`src/rtl/rx_sample_ctrl_if.sv`:
```
// Received-frame handoff from rx_sample_ctrl (master) to its consumer (slave).
// Handshake: the master holds rx_data/parity_err/frame_err stable while rx_valid=1; a frame
// transfers on a rising edge with rx_valid & rx_ready, and rx_valid never drops otherwise.
interface rx_sample_ctrl_if #(
  parameter int DATA_WIDTH = 8
);
  logic [DATA_WIDTH-1:0] rx_data;
  logic                  rx_valid;
  logic                  rx_ready;
  logic                  parity_err;
  logic                  frame_err;

  modport master (output rx_data, rx_valid, parity_err, frame_err, input rx_ready);
  modport slave  (input rx_data, rx_valid, parity_err, frame_err, output rx_ready);
endinterface

```
`src/rtl/rx_sample_ctrl.sv`:
```
// UART receive sequencer: qualifies the start bit, times mid-bit sampling from the
// oversampling tick, strobes the SIPO/parity/stop checkers and captures finished frames.
module rx_sample_ctrl #(
  parameter int DATA_WIDTH = 8,
  parameter int OVERSAMPLE = 16,
  parameter int PARITY_EN  = 1
) (
  input  logic                  rx_clk,
  input  logic                  rx_rst_n,
  input  logic                  baud_tick,
  input  logic                  rx_in,
  input  logic [DATA_WIDTH-1:0] parallel_in,
  input  logic                  parity_bit_error,
  input  logic                  stop_bit_error,
  output logic                  shift,
  output logic                  parity_load,
  output logic                  check_stop,
  output logic                  busy,
  output logic                  overrun,
  output logic [2:0]            state_dbg,
  rx_sample_ctrl_if.master      rx_if
);

  localparam int            CW       = $clog2(OVERSAMPLE);
  localparam int            BW       = $clog2(DATA_WIDTH + 1);
  localparam logic [CW-1:0] CNT_MID  = CW'(OVERSAMPLE / 2 - 1);
  localparam logic [CW-1:0] CNT_END  = CW'(OVERSAMPLE - 1);
  localparam logic [BW-1:0] BIT_LAST = BW'(DATA_WIDTH - 1);
  localparam logic          PAR_ON   = (PARITY_EN != 0);

  typedef enum logic [2:0] {
    IDLE   = 3'd0,
    START  = 3'd1,
    DATA   = 3'd2,
    PARITY = 3'd3,
    STOP   = 3'd4,
    DONE   = 3'd5
  } state_t;

  state_t                r_state, w_state_nxt;
  logic [CW-1:0]         r_cnt, w_cnt_nxt;
  logic [BW-1:0]         r_bitcnt, w_bitcnt_nxt;
  logic                  r_shift, r_parity_load, r_check_stop;
  logic                  w_shift_nxt, w_parity_load_nxt, w_check_stop_nxt;
  logic [DATA_WIDTH-1:0] r_data;
  logic                  r_valid, r_perr, r_ferr, r_overrun;
  logic                  w_capture, w_drop, w_accept;

  always_ff @(posedge rx_clk) begin
    if (!rx_rst_n) begin
      r_state       <= IDLE;
      r_cnt         <= '0;
      r_bitcnt      <= '0;
      r_shift       <= 1'b0;
      r_parity_load <= 1'b0;
      r_check_stop  <= 1'b0;
    end else begin
      r_state       <= w_state_nxt;
      r_cnt         <= w_cnt_nxt;
      r_bitcnt      <= w_bitcnt_nxt;
      r_shift       <= w_shift_nxt;
      r_parity_load <= w_parity_load_nxt;
      r_check_stop  <= w_check_stop_nxt;
    end
  end

  // Every state except DONE advances only on baud_tick; strobes are registered one cycle later.
  always_comb begin
    w_state_nxt       = r_state;
    w_cnt_nxt         = r_cnt;
    w_bitcnt_nxt      = r_bitcnt;
    w_shift_nxt       = 1'b0;
    w_parity_load_nxt = 1'b0;
    w_check_stop_nxt  = 1'b0;
    case (r_state)
      IDLE: begin
        if (baud_tick && !rx_in) begin
          w_state_nxt = START;
          w_cnt_nxt   = '0;
        end
      end
      START: begin
        if (baud_tick) begin
          if (r_cnt == CNT_MID) begin
            w_cnt_nxt    = '0;
            w_bitcnt_nxt = '0;
            w_state_nxt  = rx_in ? IDLE : DATA;
          end else begin
            w_cnt_nxt = r_cnt + 1'b1;
          end
        end
      end
      DATA: begin
        if (baud_tick) begin
          if (r_cnt == CNT_END) begin
            w_shift_nxt  = 1'b1;
            w_cnt_nxt    = '0;
            w_bitcnt_nxt = r_bitcnt + 1'b1;
            if (r_bitcnt == BIT_LAST) w_state_nxt = PAR_ON ? PARITY : STOP;
          end else begin
            w_cnt_nxt = r_cnt + 1'b1;
          end
        end
      end
      PARITY: begin
        if (baud_tick) begin
          if (r_cnt == CNT_END) begin
            w_parity_load_nxt = 1'b1;
            w_cnt_nxt         = '0;
            w_state_nxt       = STOP;
          end else begin
            w_cnt_nxt = r_cnt + 1'b1;
          end
        end
      end
      STOP: begin
        if (baud_tick) begin
          if (r_cnt == CNT_END) begin
            w_check_stop_nxt = 1'b1;
            w_cnt_nxt        = '0;
            w_state_nxt      = DONE;
          end else begin
            w_cnt_nxt = r_cnt + 1'b1;
          end
        end
      end
      DONE:    w_state_nxt = IDLE;
      default: w_state_nxt = IDLE;
    endcase
  end

  // A frame finishing while the previous one is still unaccepted is dropped, not overwritten.
  assign w_capture = (r_state == DONE) && (!r_valid || rx_if.rx_ready);
  assign w_drop    = (r_state == DONE) && r_valid && !rx_if.rx_ready;
  assign w_accept  = r_valid && rx_if.rx_ready;

  always_ff @(posedge rx_clk) begin
    if (!rx_rst_n) begin
      r_data    <= '0;
      r_valid   <= 1'b0;
      r_perr    <= 1'b0;
      r_ferr    <= 1'b0;
      r_overrun <= 1'b0;
    end else begin
      r_overrun <= w_drop;
      if (w_capture) begin
        r_data  <= parallel_in;
        r_perr  <= parity_bit_error & PAR_ON;
        r_ferr  <= stop_bit_error;
        r_valid <= 1'b1;
      end else if (w_accept) begin
        r_valid <= 1'b0;
      end
    end
  end

  assign shift            = r_shift;
  assign parity_load      = r_parity_load;
  assign check_stop       = r_check_stop;
  assign busy             = (r_state != IDLE);
  assign overrun          = r_overrun;
  assign state_dbg        = r_state;
  assign rx_if.rx_data    = r_data;
  assign rx_if.rx_valid   = r_valid;
  assign rx_if.parity_err = r_perr;
  assign rx_if.frame_err  = r_ferr;

endmodule
```
`src/flat_wrapper.sv`:
```
// flat-port wrapper written by rule: the top's interface ports become plain ports
module rx_sample_ctrl_flat 
#(
  parameter int DATA_WIDTH = 8,
  parameter int OVERSAMPLE = 16,
  parameter int PARITY_EN  = 1
)
  (rx_clk, rx_rst_n, baud_tick, rx_in, parallel_in, parity_bit_error, stop_bit_error, shift, parity_load, check_stop, busy, overrun, state_dbg, rx_if_rx_data, rx_if_rx_valid, rx_if_parity_err, rx_if_frame_err, rx_if_rx_ready);
  rx_sample_ctrl_if #(.DATA_WIDTH(DATA_WIDTH)) rx_if_i ();
  input  logic rx_clk;
  input  logic rx_rst_n;
  input  logic baud_tick;
  input  logic rx_in;
  input  logic [DATA_WIDTH-1:0] parallel_in;
  input  logic parity_bit_error;
  input  logic stop_bit_error;
  output logic shift;
  output logic parity_load;
  output logic check_stop;
  output logic busy;
  output logic overrun;
  output logic [2:0] state_dbg;
  output wire logic [$bits(rx_if_i.rx_data)-1:0] rx_if_rx_data;
  output wire logic [$bits(rx_if_i.rx_valid)-1:0] rx_if_rx_valid;
  output wire logic [$bits(rx_if_i.parity_err)-1:0] rx_if_parity_err;
  output wire logic [$bits(rx_if_i.frame_err)-1:0] rx_if_frame_err;
  input wire logic [$bits(rx_if_i.rx_ready)-1:0] rx_if_rx_ready;
  assign rx_if_rx_data = rx_if_i.rx_data;
  assign rx_if_rx_valid = rx_if_i.rx_valid;
  assign rx_if_parity_err = rx_if_i.parity_err;
  assign rx_if_frame_err = rx_if_i.frame_err;
  assign rx_if_i.rx_ready = rx_if_rx_ready;
  rx_sample_ctrl #(.DATA_WIDTH(DATA_WIDTH), .OVERSAMPLE(OVERSAMPLE), .PARITY_EN(PARITY_EN)) u_core (.rx_clk(rx_clk), .rx_rst_n(rx_rst_n), .baud_tick(baud_tick), .rx_in(rx_in), .parallel_in(parallel_in), .parity_bit_error(parity_bit_error), .stop_bit_error(stop_bit_error), .shift(shift), .parity_load(parity_load), .check_stop(check_stop), .busy(busy), .overrun(overrun), .state_dbg(state_dbg), .rx_if(rx_if_i));
endmodule
```
`config.mk`:
```
export PLATFORM = sky130hd
export DESIGN_NAME = rx_sample_ctrl_flat
export DESIGN_NICKNAME = d
export VERILOG_FILES = /design/src/rtl/rx_sample_ctrl_if.sv /design/src/rtl/rx_sample_ctrl.sv /design/src/flat_wrapper.sv
export SDC_FILE = /design/constraint.sdc
export NUM_CORES = 1
export LEC_CHECK = 0
export ABC_AREA = 1
export CAP_MARGIN = 20
export CORE_ASPECT_RATIO = 1.75
export CORE_UTILIZATION = 53
export CTS_BUF_LIST = sky130_fd_sc_hd__clkbuf_4 sky130_fd_sc_hd__clkbuf_8
export DETAILED_ROUTE_END_ITERATION = 7
export HOLD_SLACK_MARGIN = 0.08
export PLACE_DENSITY = 0.93
export SLEW_MARGIN = 20
export SYNTH_ARGS = -nofsm -noshare
export SYNTH_HDL_FRONTEND = slang
export SYNTH_SLANG_ARGS = --single-unit
```
`constraint.sdc`:
```
create_clock -name rx_clk -period 2.2 [get_ports rx_clk]
set_clock_uncertainty 0.2 [all_clocks]
set_input_delay 0.33 -clock rx_clk [delete_from_list [all_inputs] [get_ports rx_clk]]
set_output_delay 0.33 -clock rx_clk [all_outputs]
set_load 0.02 [all_outputs]
```
==> key figures <==
Worst hold path
  – Worst hold endpoint: u_core.r_bitcnt[1]
  – Worst hold stages: 2
  – Min-delay worst type: flip-flop to flip-flop
  – HP Start: u_core.r_bitcnt[1]

Route
  – Drt initial violations: 34
  – WL final: 3040 um
  – Post-DRT Antenna Nets: 0
  – Wire per inst: 12.3 um
  – Via count: 1294
  – Pre-Repair DR Iteration Count: 4
  – Vias/cell: 5.26
  – DRC violations left: 0

Power
  – PwrDens: 1150 nW/um^2
  – Worst vdd ir: 877 uV
  – LEAKAGE: 0.712 nW

Floorplan
  – Vert. Die Dim: 66.2 um
  – Die area: 2560 um^2
  – Rows: 22
  – Die width: 38.7 um
  – Core area: 2150 um^2
  – Top-Level Pins: 34
  – Initial Util: 58.2%

Synth
  – #FFs+latches synth: 26
  – Post-synth top area cell: dfxtp_1
  – Post-Synthesis Cells: 186
  – Syn Area/Cell: 6.71 um^2
  – Synthesized cell area: 1250 um^2
  – Synth Net Count: 203
  – Register area share after synthesis: 41.7%
  – Yosys top cell area share: 41.7%
  – Ys Warns: 0
  – Library cells used by synthesis: 19
  – Synth area leaders: dfxtp_1 (42%), nand2_1 (13%), nor2_1 (11%)

CTS
  – CTS tree: built
  – Postcts setup bufs: 0
  – Num CTS Buffers: 3
  – Skew-Pair Late Insertion Delay: 330 ps
  – Maximum clock insertion buffer count: 2
  – Htree depth: 1
  – CTS root buffer: clkbuf_4
  – TritonCTS Sinks: 26
  – Reg clk slew, reported paths: 140 ps

Place
  – DP Area: 1610 um^2
  – HPWL Detailed: 2290 um
  – IO Port Bufs: 33
  – # placed instances: 242
  – Final GP Congestion: 0.867

Setup path
  – Cell family with most CP delay: buffers and inverters
  – Worst R2R Start: u_core.r_cnt[0]
  – Crit-path slowest cell: clkdlybuf4s50_1
  – Worst R2R End: u_core.state_dbg[2]
  – Critical Path RT: 1670 ps
  – Critical path arrival: 1540 ps
  – Cell Chain, Critical Path: inv_2, nand2_1, clkdlybuf4s50_1
  – Crit Path Class: flip-flop to output pin
  – Crit Path Max Fanout: 7
  – Worst path depth: 3
  – Worst reg2reg setup slack: 420 ps
  – Max incr delay on CP: 590 ps
  – Crit. End Element: output pin
  – CP startpoint kind: flip-flop
  – Reg2Reg Depth: 10
  – CP bufs+invs: 2

Timing
  – Final Setup Violations: 0
  – Max Slew Vio Count: 0
  – Endpoints failing hold: 0
  – Relative slew slack: 82.2%
  – Final period utilization: 93.9%
  – Slew @ Worst Pin: 265 ps
  – Unrepaired setup endpoints after global routing: false
  – Highest Clock Rate: 484 MHz
  – Min cycle time layout: 2070 ps
  – Total Neg Setup Slack: 0 ps

Status
  – Run status: finished clean

Layout
  – # nets final: 240
  – Layout fillers: 181
  – Commonest non-fill, non-tap cell in the layout: nand2_1
  – Area occupied by multi-input gates: 631 um^2
  – Area growth syn-to-layout: 31.8%
  – Register area: 524 um^2
  – Commonest non-fill, non-tap cells in the layout: nand2_1 (43), nor2_1 (37), clkdlybuf4s50_1 (33)
  – Fin cells: 246
  – Antenna diode count: 0
  – Design area: 1650 um^2
  – Share of layout cells above drive strength 1: 9.46%

Global route
  – Initial antenna violation count: 0
  – Vias in the first global route: 1316
  – GRT Total Usage: 27.8%
  – GR Overflow Total: 0
  – Largest net degree at the start of global routing: 15
  – First-pass GRT wire length: 5140 um

Run
  – Max-cap violation count: 0
-- stage by stage --
stage,util [%],worst slack [ps],hold slack (ps),power [mW]
2_1_floorplan,-,638,253,1.33
3_3_place_gp,74.8,364,269,1.57
3_5_place_dp,74.8,245,280,1.63
4_1_cts,76.5,22.8,299,1.88
5_1_grt,76.6,81.0,341,2.02
6_report,76.6,135,297,1.90
-- kinds of logic after synthesis --
logic type	share of synthesized area, %
flip-flops	41.7
XOR/XNOR	1.40
adder cells (fa/ha/maj)	2.00
AND/OR/NAND/NOR	36.5
AO/OA/AOI/OAI	10.6
buffers and inverters	7.82
-- flip-flops by register name (all words and copies together) (netlist names) --
signal,count
u_core.r_cnt,4
u_core.rx_if.parity_err,1
u_core.parity_load,1
u_core.rx_if.rx_data,8
u_core.check_stop,1
u_core.rx_if.rx_valid,1
u_core.rx_if.frame_err,1
u_core.shift,1
u_core.state_dbg,3
u_core.r_bitcnt,4
u_core.overrun,1
-- power by group --
group,leakage (nW),switching (mW),internal [mW]
clock network,0.0210,0.140,0.101
registers,0.212,0.0932,0.548
logic,0.480,0.639,0.377
total,0.712,0.873,1.03
-- repair_timing --
item / 4_1_cts / 5_1_grt
setup endpoints to repair: 0 / 1
hold buffers: 0 / 0
resized for setup: 0 / 3
-- worst max path at each step --
stage                                      to           startpoint  slack, ps
final                                    busy  u_core.state_dbg[2]        130
after floorplan           u_core.state_dbg[1]  u_core.state_dbg[2]        640
after detailed placement  u_core.state_dbg[1]            baud_tick        240
after global placement    u_core.state_dbg[0]            baud_tick        360
after CTS                                busy  u_core.state_dbg[2]         20
after global routing                     busy  u_core.state_dbg[0]         80
-- area by class of cell --
type	instances	area share, %
Multi-Input combinational cell	136	38.3
Sequential cell	26	31.9
Timing Repair Buffer	35	21.0
Inverter	21	4.79
Clock buffer	4	2.21
Tap cell	24	1.83
-- tightest hold or removal path, delay by kind of cell (launching register included) --
kind / cells / cell delay, ps
flip-flops: 1 / 350
AND/OR/NAND/NOR: 1 / 70
AO/OA/AOI/OAI: 1 / 50
-- metal layers --
layer  wire (um)  share of wire [%]  vias to the layer above  track usage [%]
li1            -                  -                      653                -
met4         108                3.6                        0             19.8
met3         101                3.3                        9             4.71
met2        1750                 58                       41             49.2
met5           0                  0                        -                0
met1        1080                 35                      591             26.8
-- synth_stat cells --
| master | count |
|---|---|
| a21o_1 | 1 |
| buf_6 | 1 |
| nor3_1 | 2 |
| clkbuf_1 | 2 |
| nor2_4 | 2 |
| xor2_1 | 2 |
| clkinv_1 | 1 |
| ha_1 | 2 |
| nand2_1 | 43 |
| nor2_2 | 3 |
| nand2_2 | 5 |
| a21oi_1 | 11 |
| o21ai_0 | 14 |
| nand3b_1 | 1 |
| dfxtp_1 | 26 |
| inv_2 | 2 |
| nand3_1 | 13 |
| nor2_1 | 37 |
| inv_1 | 18 |
(Power assumes the default switching activity.)
